<file path="src/rtl/wide_add_sequencer_pkg.sv">
// Shared definitions for the multi-precision adder sequencer: FSM encoding and
// the default slice width.
package wide_add_sequencer_pkg;

  localparam int W_DEFAULT = 64;

  typedef enum logic [1:0] {
    IDLE = 2'd0,
    RUN  = 2'd1,
    DONE = 2'd2
  } state_e;

endpackage

</file>
<file path="src/rtl/CSA_64bit.sv">
// W-bit carry-select adder: the low half ripples, and the high half is computed
// for both carry-in values and then selected by the low-half carry.
module CSA_64bit #(
  parameter int W = 64
) (
  input  logic [W-1:0] X,
  input  logic [W-1:0] Y,
  input  logic         Cin,
  output logic [W-1:0] Sum,
  output logic         Cout
);

  localparam int LO = W / 2;
  localparam int HI = W - LO;

  logic [LO:0] lo_sum;
  logic [HI:0] hi_sum0;
  logic [HI:0] hi_sum1;

  assign lo_sum  = {1'b0, X[LO-1:0]} + {1'b0, Y[LO-1:0]} + {{LO{1'b0}}, Cin};
  assign hi_sum0 = {1'b0, X[W-1:LO]} + {1'b0, Y[W-1:LO]};
  assign hi_sum1 = {1'b0, X[W-1:LO]} + {1'b0, Y[W-1:LO]} + {{HI{1'b0}}, 1'b1};

  assign Sum  = {(lo_sum[LO] ? hi_sum1[HI-1:0] : hi_sum0[HI-1:0]), lo_sum[LO-1:0]};
  assign Cout = lo_sum[LO] ? hi_sum1[HI] : hi_sum0[HI];

endmodule

</file>
<file path="src/rtl/wide_add_sequencer.sv">
// Multi-precision adder: sums two WORDS*W-bit operands through one shared W-bit
// carry-select slice, least-significant word first, one word per cycle.
module wide_add_sequencer
  import wide_add_sequencer_pkg::*;
#(
  parameter int W     = W_DEFAULT,
  parameter int WORDS = 4,
  parameter int CNT_W = 2
) (
  input  logic               clk,
  input  logic               rst_n,
  input  logic               in_valid,
  output logic               in_ready,
  input  logic [W*WORDS-1:0] A,
  input  logic [W*WORDS-1:0] B,
  input  logic               cin,
  output logic               out_valid,
  input  logic               out_ready,
  output logic [W*WORDS-1:0] Sum,
  output logic               Cout,
  output logic               busy
);

  localparam int N = W * WORDS;
  localparam logic [CNT_W-1:0] LAST_IDX = CNT_W'(WORDS - 1);

  state_e           state_q, state_d;
  logic [CNT_W-1:0] idx_q, idx_d;
  logic             carry_q, carry_d;
  logic [N-1:0]     op_a_q, op_a_d;
  logic [N-1:0]     op_b_q, op_b_d;
  logic [N-1:0]     sum_q, sum_d;
  logic             cout_q, cout_d;
  logic             out_valid_q, out_valid_d;

  logic [W-1:0]     slice_x, slice_y, slice_s;
  logic             slice_c;

  assign slice_x = op_a_q[idx_q*W +: W];
  assign slice_y = op_b_q[idx_q*W +: W];

  CSA_64bit #(.W(W)) u_slice (
    .X    (slice_x),
    .Y    (slice_y),
    .Cin  (carry_q),
    .Sum  (slice_s),
    .Cout (slice_c)
  );

  always_comb begin
    // NOTE: every _d gets its hold value first so no path through the case leaves
    // a variable unassigned, which is what keeps this block from inferring latches.
    state_d     = state_q;
    idx_d       = idx_q;
    carry_d     = carry_q;
    op_a_d      = op_a_q;
    op_b_d      = op_b_q;
    sum_d       = sum_q;
    cout_d      = cout_q;
    out_valid_d = out_valid_q;

    unique case (state_q)
      IDLE: begin
        if (in_valid) begin
          op_a_d  = A;
          op_b_d  = B;
          carry_d = cin;
          idx_d   = '0;
          state_d = RUN;
        end
      end
      RUN: begin
        sum_d[idx_q*W +: W] = slice_s;
        carry_d             = slice_c;
        if (idx_q == LAST_IDX) begin
          idx_d       = '0;
          cout_d      = slice_c;
          out_valid_d = 1'b1;
          state_d     = DONE;
        end else begin
          idx_d = idx_q + 1'b1;
        end
      end
      DONE: begin
        // Acceptance is only possible from IDLE, so a coincident in_valid waits a cycle.
        if (out_ready) begin
          out_valid_d = 1'b0;
          state_d     = IDLE;
        end
      end
      default: state_d = IDLE;
    endcase
  end

  // NOTE: the operand and result registers are reset too, so an aborted operation
  // leaves no stale words visible on Sum.
  always_ff @(posedge clk or negedge rst_n) begin
    if (!rst_n) begin
      state_q     <= IDLE;
      idx_q       <= '0;
      carry_q     <= 1'b0;
      op_a_q      <= '0;
      op_b_q      <= '0;
      sum_q       <= '0;
      cout_q      <= 1'b0;
      out_valid_q <= 1'b0;
    end else begin
      // NOTE: non-blocking assignments so every register samples pre-edge values.
      state_q     <= state_d;
      idx_q       <= idx_d;
      carry_q     <= carry_d;
      op_a_q      <= op_a_d;
      op_b_q      <= op_b_d;
      sum_q       <= sum_d;
      cout_q      <= cout_d;
      out_valid_q <= out_valid_d;
    end
  end

  assign in_ready  = (state_q == IDLE);
  assign busy      = (state_q != IDLE);
  assign out_valid = out_valid_q;
  assign Sum       = sum_q;
  assign Cout      = cout_q;

endmodule

</file>
<file path="config.mk">
export PLATFORM = sky130hd
export DESIGN_NAME = wide_add_sequencer
export DESIGN_NICKNAME = d
export VERILOG_FILES = /design/src/rtl/wide_add_sequencer_pkg.sv /design/src/rtl/CSA_64bit.sv /design/src/rtl/wide_add_sequencer.sv
export SDC_FILE = /design/constraint.sdc
export NUM_CORES = 1
export LEC_CHECK = 0
export BUFFER_PORTS_ARGS = -buffer_cell sky130_fd_sc_hd__buf_2
export CORE_MARGIN = 10
export CORE_UTILIZATION = 40
export CTS_BUF_LIST = sky130_fd_sc_hd__clkbuf_4 sky130_fd_sc_hd__clkbuf_8
export CTS_CLUSTER_DIAMETER = 80
export DETAILED_ROUTE_END_ITERATION = 6
export GPL_TIMING_DRIVEN = 0
export PLACE_DENSITY_LB_ADDON = 0.08
export SYNTH_ARGS = -nofsm -noshare
export SYNTH_HDL_FRONTEND = slang
export SYNTH_SLANG_ARGS = --single-unit
</file>
<file path="constraint.sdc">
create_clock -name clk -period 13.9 [get_ports clk]
set_input_delay 2.085 -clock clk [delete_from_list [all_inputs] [get_ports clk]]
set_output_delay 2.085 -clock clk [all_outputs]
set_load 0.005 [all_outputs]
</file>
==> results of run 1 <==
[final cells by class]
cell class / count / area, sq um / area share (%)
sequential: 775 / 19390 / 43.56
multi-input combinational: 2722 / 15790 / 35.46
timing repair buffer: 784 / 4094 / 9.195
clock buffer: 205 / 2609 / 5.860
tap: 1176 / 1471 / 3.305
buffer: 214 / 822.0 / 1.846
clock inverter: 24 / 226.5 / 0.5087
inverter: 26 / 97.59 / 0.2192
antenna: 8 / 20.02 / 0.04497
[power by group through the flow]
stage | clock, W | combinational (W) | sequential (W)
2_1_floorplan | 0 | 0.00512 | 0.00351
3_3_place_gp | 0 | 0.00805 | 0.00365
3_5_place_dp | 0 | 0.00813 | 0.00367
4_1_cts | 0.00228 | 0.00816 | 0.00363
5_1_grt | 0.00237 | 0.00897 | 0.00374
6_report | 0.00224 | 0.00824 | 0.00365
[Yosys cell counts (7+ instances only)]
library cell	instances	area, sq um
o21a_1	11	82.58
nand4_1	14	87.58
nor4_2	9	112.6
nor4_1	11	68.82
a211oi_1	7	52.55
a22o_1	120	1051
nand3_1	29	145.1
a21o_1	24	180.2
nand2b_1	10	62.56
and3_1	22	137.6
o21bai_1	7	52.55
xor2_1	25	219.0
ha_1	70	875.8
o21ai_1	26	130.1
dfrtp_1	775	19390
o21ai_0	141	705.7
or3_1	19	118.9
and2_1	11	68.82
mux4_2	128	2883
nor2_1	50	187.7
clkbuf_1	187	701.9
xnor2_1	44	385.4
buf_1	18	67.56
nor3_1	22	110.1
nand2_1	1742	6539
inv_1	26	97.59
a21oi_1	62	310.3
[through the flow]
step,power (W),util (%)
after global placement,0.01170,46.18
final,0.01412,49.61
after CTS,0.01407,49.59
after global routing,0.01508,49.60
after detailed placement,0.01180,46.43
after floorplan,0.008628,-
[worst reg2reg max path, stage by stage, from the launching register on]
cell and delay, ns:
dfrtp_1 0.39, clkbuf_1 0.44, clkbuf_1 0.73, buf_1 0.87, mux4_2 0.66, ha_1 0.26, fa_1 0.43, a21o_1 0.23
a221oi_2 0.89, xor2_1 0.35, nor3_1 0.39, nand3_1 0.24, nor4_2 0.41, nand4_2 0.32, nor4_2 0.29, xor2_1 0.42
o21ai_1 0.14
[layer usage]
| layer | up-vias | wire (microns) | global-route usage (%) |
|---|---|---|---|
| met3 | 243 | 12450 | 7.374 |
| met4 | 32 | 4959 | 10.37 |
| met1 | 15830 | 66190 | 39.91 |
| li1 | 14410 | - | - |
| met5 | - | 196 | 0 |
| met2 | 1350 | 69380 | 45.45 |
[registers in the layout, summed over array words and instances, names as in the netlist]
| signal | count |
|---|---|
| Cout | 1 |
| carry_q | 1 |
| Sum | 256 |
| out_valid | 1 |
| idx_q | 2 |
| state_q | 2 |
| op_b_q | 256 |
| op_a_q | 256 |
[logic make-up (layout without fill, tap and decap cells)]
| kind of cell | count (synthesis) | in the layout |
|---|---|---|
| adder cells (fa/ha/maj) | 73 | 73 |
| XOR/XNOR | 69 | 69 |
| buffers and inverters | 240 | 1253 |
| flip-flops | 775 | 775 |
| AND/OR/NAND/NOR | 1979 | 1979 |
| multiplexers | 131 | 131 |
| other | 0 | 8 |
| AO/OA/AOI/OAI | 470 | 470 |
[path summary, 6_finish.rpt]
kind | start | end | slack, ns | cells past startpoint
min | op_a_q[183] | op_a_q[183] | 0.47 | 2
max in group asynchronous | rst_n | op_b_q[140] | 10.72 | 4
min reg2reg | op_a_q[183] | op_a_q[183] | 0.47 | 2
max reg2reg | idx_q[0] | Sum[59] | 6.30 | 16
min in group asynchronous | rst_n | Sum[45] | 1.16 | 1
max | idx_q[0] | Sum[59] | 6.30 | 16
==> reports/summary.txt, run 1 <==
TritonCTS clock tree -> yes
Worst slew pin tran -> 1.296 ns
Die Wd -> 320.4 microns
Share of layout cells above drive strength 1 -> 25.20%
1st-iter DRT viols -> 2789
Die area -> 0.1026 sq mm
Antenna violations before repair -> 35
Clk_skew -> 0.03199 ns
Vias in the first global route -> 32600
Sw Pwr -> 0.007045 W
H-tree levels -> 4
Routability cong. -> 0.9397
Rows -> 110
Power Density -> 317.2 mW/mm^2
Logic pwr share -> 58.3%
Worst path cell trace -> clkbuf_1 -> clkbuf_1 -> buf_1 -> mux4_2 -> ha_1 -> fa_1 -> a21o_1 -> a221oi_2 -> xor2_1 -> nor3_1 -> nand3_1 -> nor4_2 -> nand4_2 -> nor4_2 -> xor2_1 -> o21ai_1
Pin count of the biggest net entering global routing -> 118
GRT overflow -> 0
Cell area after synthesis -> 0.03609 sq mm
Worst Hold Class -> register to register
CP max stage delay -> 0.89 ns
DP Worst Slack -> 6.308 ns
Total iterations of the first detailed-routing run -> 5
Post-synthesis simple-gate area fraction -> 22.43%
Post-Route WL -> 153200 microns
Hold slack final -> 0.4674 ns
Final layout net count -> 5251
XOR/XNOR Fraction of Synth Area -> 1.675%
Area grow syn2layout -> 23.37%
Post-CTS setup buffers -> 0
# IOs -> 777
Clk pwr share -> 15.8%
Syn_nets -> 4327
Slew HR -> 13.57%
Commonest cells after routing, fill and taps aside -> nand2_1, buf_2, dfrtp_1, clkbuf_1, clkbuf_8
Type of destination of the critical path -> register
Compound-Gate Fraction of Synth Area -> 8.945%
Setup TNS -> 0 ns
Most common cell after layout, fill and taps aside -> nand2_1
Maximum clock path buffer count -> 3
Die height -> 320.4 microns
Worst setup margin -> 6.301 ns
Initial core utilization -> 40.21%
Final Hold Fails -> 0
Placed cells -> 5697
CP max-delay cell -> a221oi_2
Worst VDD drop -> 0.0001470 V
Worst-skew pair later-pin latency -> 0.83 ns
Post-route cell area -> 0.04452 sq mm
DP HPWL -> 121200 microns
Core area -> 0.08974 sq mm
First-pass GRT wire length -> 221900 microns
Max FO, Critical Path -> 10
WP data required -> 14.57 ns
Sequential share of the synthesized area -> 53.74%
Hold buffer count at cts -> 0
Asr flop ratio synth -> 100.0%
TritonCTS buffer count -> 138
Critical path type -> register to register
Critical path buffers and inverters -> 3
Top_reg_cell synth -> dfrtp_1
Synthesis-stage register bit count -> 775
Post-Synth Adder-Cell Area -> 2.593%
Placed cell area -> 0.04166 sq mm
Fin crit period -> 7.599 ns
Crit share post-route -> 54.67%
Fillers -> 8912
CTS Root Cell -> clkbuf_8
Largest family of logic cells by synthesized area -> simple AND/OR/NAND/NOR gates
GRT Resource Usage Total -> 29.43%
Final Setup Violations -> 0
Final instance count without filler cells -> 5934
Antenna Nets Post-Route -> 0
Resized cells post-CTS -> 0
Clock tree sinks -> 775
WL/cell -> 25.81 microns
Worst Path Arrival -> 8.27 ns
Drc violations -> 0
Sw Share -> 49.89%
Cells after synthesis -> 3737
I/O Buffers -> 776
Max-Cap Viols -> 0
Syn_area_per_cell -> 9.657 sq um
Unrepaired setup endpoints after global routing -> false
Distinct cells, synth -> 91
Internal -> 0.007076 W
Highest Clock Rate -> 0.1316 GHz
Outcome -> finished clean
Setup crit start kind -> register
Leak pwr -> 23.47 nW
Vias -> 31860
Post-synth EDFFs -> 0
Mux cell area share after synthesis -> 8.075%
Reg power frac -> 25.8%
Cell family with most CP delay -> buffers and inverters
Via-per-instance ratio -> 5.369
Synth warnings -> 0
Clk pin slew, worst setup/hold paths -> 0.06 ns
Slew Viols, Final -> 0
(Power assumes the default switching activity.)
==> inputs of run 2 (changes only) <==
Settings changed: ABC_AREA set to 1.
Clock period 13.9 ns to 6.4 ns, I/O delays scaled along.
==> run 2 against run 1 <==
Non-clock buffer count grew 52. Synthesized area grew 5.0%. Utilization grew 0.23 points. Sequential share of layout area shrank 2.0 points. Highest routed layer unchanged. Clock skew grew 0.0068 ns. Critical path type unchanged. Via count grew 20%. Final cell count grew 23%. Worst setup slack lost 5.9 ns. Fmax grew 27%. Synthesized cell count grew 34%.
==> reports/summary.txt, run 2 <==
Clk_skew -> 0.03880 ns
Final layout net count -> 6520
Worst Hold Path EP -> op_a_q[158]
Sequential share of the synthesized area -> 51.19%
CTS Root Cell -> clkbuf_8
Die Wd -> 327.8 microns
Initial core utilization -> 40.47%
WL/cell -> 24.42 microns
GRT overflow -> 0
Reg2Reg Depth -> 22
Fillers -> 9885
Unrepaired setup endpoints after global routing -> false
Cell mode on critical path -> nand2_1
I/O Buffers -> 776
Hold path cells -> 3
Share of layout cells above drive strength 1 -> 18.25%
Critical path buffers and inverters -> 5
Most common cell after layout, fill and taps aside -> nand2_1
First-pass GRT wire length -> 256600 microns
Final instance count without filler cells -> 7304
Slew HR -> 3.547%
Clock tree sinks -> 775
Count leader, synth -> nand2_1
CP max stage delay -> 0.82 ns
Cell family with most CP delay -> buffers and inverters
H-tree levels -> 4
Final Hold Fails -> 0
Vias -> 38250
Area grow syn2layout -> 23.14%
Post-synth EDFFs -> 0
Synthesis-stage register bit count -> 775
Placed cell area -> 0.04356 sq mm
TritonCTS buffer count -> 140
Post-synth top cells -> nand2_1, dfrtp_1, nor2_1
Worst hold start -> A[158]
WP data required -> 7.18 ns
Outcome -> finished clean
Core area -> 0.09361 sq mm
Max FO, Critical Path -> 10
Worst Path Arrival -> 6.75 ns
Drc violations -> 0
Worst setup margin -> 0.4304 ns
Maximum clock path buffer count -> 3
Die area -> 0.1074 sq mm
Antenna violations before repair -> 32
Register area -> 0.01939 sq mm
Total iterations of the first detailed-routing run -> 6
Rows -> 112
Fin crit period -> 5.970 ns
Syn_area_per_cell -> 7.571 sq um
Placed cells -> 7042
Post-route cell area -> 0.04666 sq mm
Clk pin slew, worst setup/hold paths -> 0.07 ns
R2R setup slack -> 0.43 ns
Vias in the first global route -> 38170
Pin count of the biggest net entering global routing -> 121
Max-Cap Viols -> 0
Type of destination of the critical path -> register
CP max-delay cell -> clkbuf_1
Worst slew pin tran -> 1.447 ns
Critical path type -> register to register
Slew Viols, Final -> 0
Synth warnings -> 0
# IOs -> 777
1st-iter DRT viols -> 3798
Highest Clock Rate -> 0.1675 GHz
Fin util -> 49.84%
Cells after synthesis -> 5004
Distinct cells, synth -> 45
Synth top area cells -> dfrtp_1, nand2_1, o21ai_0
Worst path cell trace -> inv_1 -> clkbuf_1 -> clkbuf_1 -> o21ai_0 -> o22ai_1 -> fa_1 -> inv_1 -> fa_1 -> o21ai_2 -> nand2_1 -> nand2_1 -> nand2_1 -> nand2_2 -> nand3_1 -> nand2_2 -> buf_4 -> nand2_1 -> xor2_1 -> nand2_1 -> nor2_1 -> nand2_1 -> nand2_1
Post-Route WL -> 178400 microns
DP HPWL -> 140100 microns
Setup crit start kind -> register
Asr flop ratio synth -> 100.0%
Routability cong. -> 0.9374
Reg2reg end -> Sum[108]
GRT Resource Usage Total -> 32.28%
Worst R2R Start -> idx_q[1]
Final Setup Violations -> 0
Worst setup path startpoint -> idx_q[1]
DP Worst Slack -> -0.5152 ns
Syn_nets -> 5594
Multi-input logic area -> 0.01665 sq mm
Top_reg_cell synth -> dfrtp_1
Worst-skew pair later-pin latency -> 0.86 ns
Post-synth top area cell -> dfrtp_1
Crit share post-route -> 93.28%
Commonest cells after routing, fill and taps aside -> nand2_1, buf_2, dfrtp_1, nor2_1, o21ai_0
Share of the synthesized area in the top cell type -> 51.19%
Via-per-instance ratio -> 5.237
Worst Hold Class -> primary input to register
Die height -> 327.8 microns
TritonCTS clock tree -> yes
Antenna Nets Post-Route -> 0
Cell area after synthesis -> 0.03789 sq mm
[run 2: cell types whose count changed after synthesis, sizes merged, moves of 19 or more]
cell | previous run | this run
a22o | 120 | 52
and3 | 22 | 0
clkbuf | 188 | 244
inv | 26 | 223
mux4 | 128 | 0
nand2 | 1742 | 2339
nand3 | 32 | 124
nor2 | 50 | 440
nor4 | 21 | 2
o21ai | 167 | 414
o22ai | 0 | 126
or3 | 19 | 0
xnor2 | 44 | 14
[run 2: per-layer routing]
layer / GRT usage [%] / vias to the layer above / part of all wire [%]
met5: 0 / - / 0.042
met4: 14.14 / 16 / 4.3
met3: 7.018 / 314 / 8.3
met2: 50.02 / 1678 / 45
met1: 43.13 / 18470 / 43
li1: - / 17770 / -
[run 2: worst register-to-register path: cells and delay by family (launching register included)]
family / cells / cell delay (ns)
compound gates: 3 / 0.81
xor+xnor: 1 / 0.28
fa+ha+maj: 2 / 0.70
buf+inv: 5 / 2.13
flops: 1 / 0.50
simple gates: 11 / 1.49
[run 2: final cells by class]
class / instances / share of cell area, %
timing repair buffer: 785 / 8.804
sequential: 775 / 41.57
multi-input combinational: 3739 / 35.68
buffer: 265 / 2.199
clock buffer: 217 / 5.865
antenna: 17 / 0.09118
clock inverter: 28 / 0.6248
inverter: 224 / 1.805
tap: 1254 / 3.363
[run 2: per-stage QoR]
stage / TNS [ns] / hold WS, ns
6_report: 0 / 0.2984
5_1_grt: 0 / 0.2817
3_3_place_gp: - / 0.4575
2_1_floorplan: 0 / 0.4436
3_5_place_dp: -28.03 / 0.4595
4_1_cts: 0 / 0.2318
[run 2: logic make-up after synthesis]
kind of cell,count (synthesis),share of synthesized area [%]
buffers and inverters,490,4.907
adder cells (fa/ha/maj),73,2.470
XOR/XNOR,52,1.242
AO/OA/AOI/OAI,671,10.01
flip-flops,775,51.19
AND/OR/NAND/NOR,2943,30.18
[run 2: worst max-delay path by stage]
| stage | depth (start not counted) | end | slack (ns) |
|---|---|---|---|
| 5_1_grt | 21 | Sum[233] | 0.13 |
| 6_report | 22 | Sum[108] | 0.43 |
| 4_1_cts | 24 | Sum[247] | 0.18 |
| 3_5_place_dp | 23 | Sum[222] | -0.52 |
| 3_3_place_gp | 1 | op_a_q[80] | -13.04 |
| 2_1_floorplan | 23 | Sum[240] | 2.36 |
[run 2: what timing repair did]
item | in CTS | in global routing
endpoints found under the hold margin | 44 | 0
setup endpoints to repair | 140 | 67
resized for setup | 7 | 0
hold buffers | 1 | 0
setup buffers | 0 | 0
Power of run 2 is left out: the tool's default activity adds up to more than one toggle a clock period on the data nets, which glitch-free logic cannot reach.
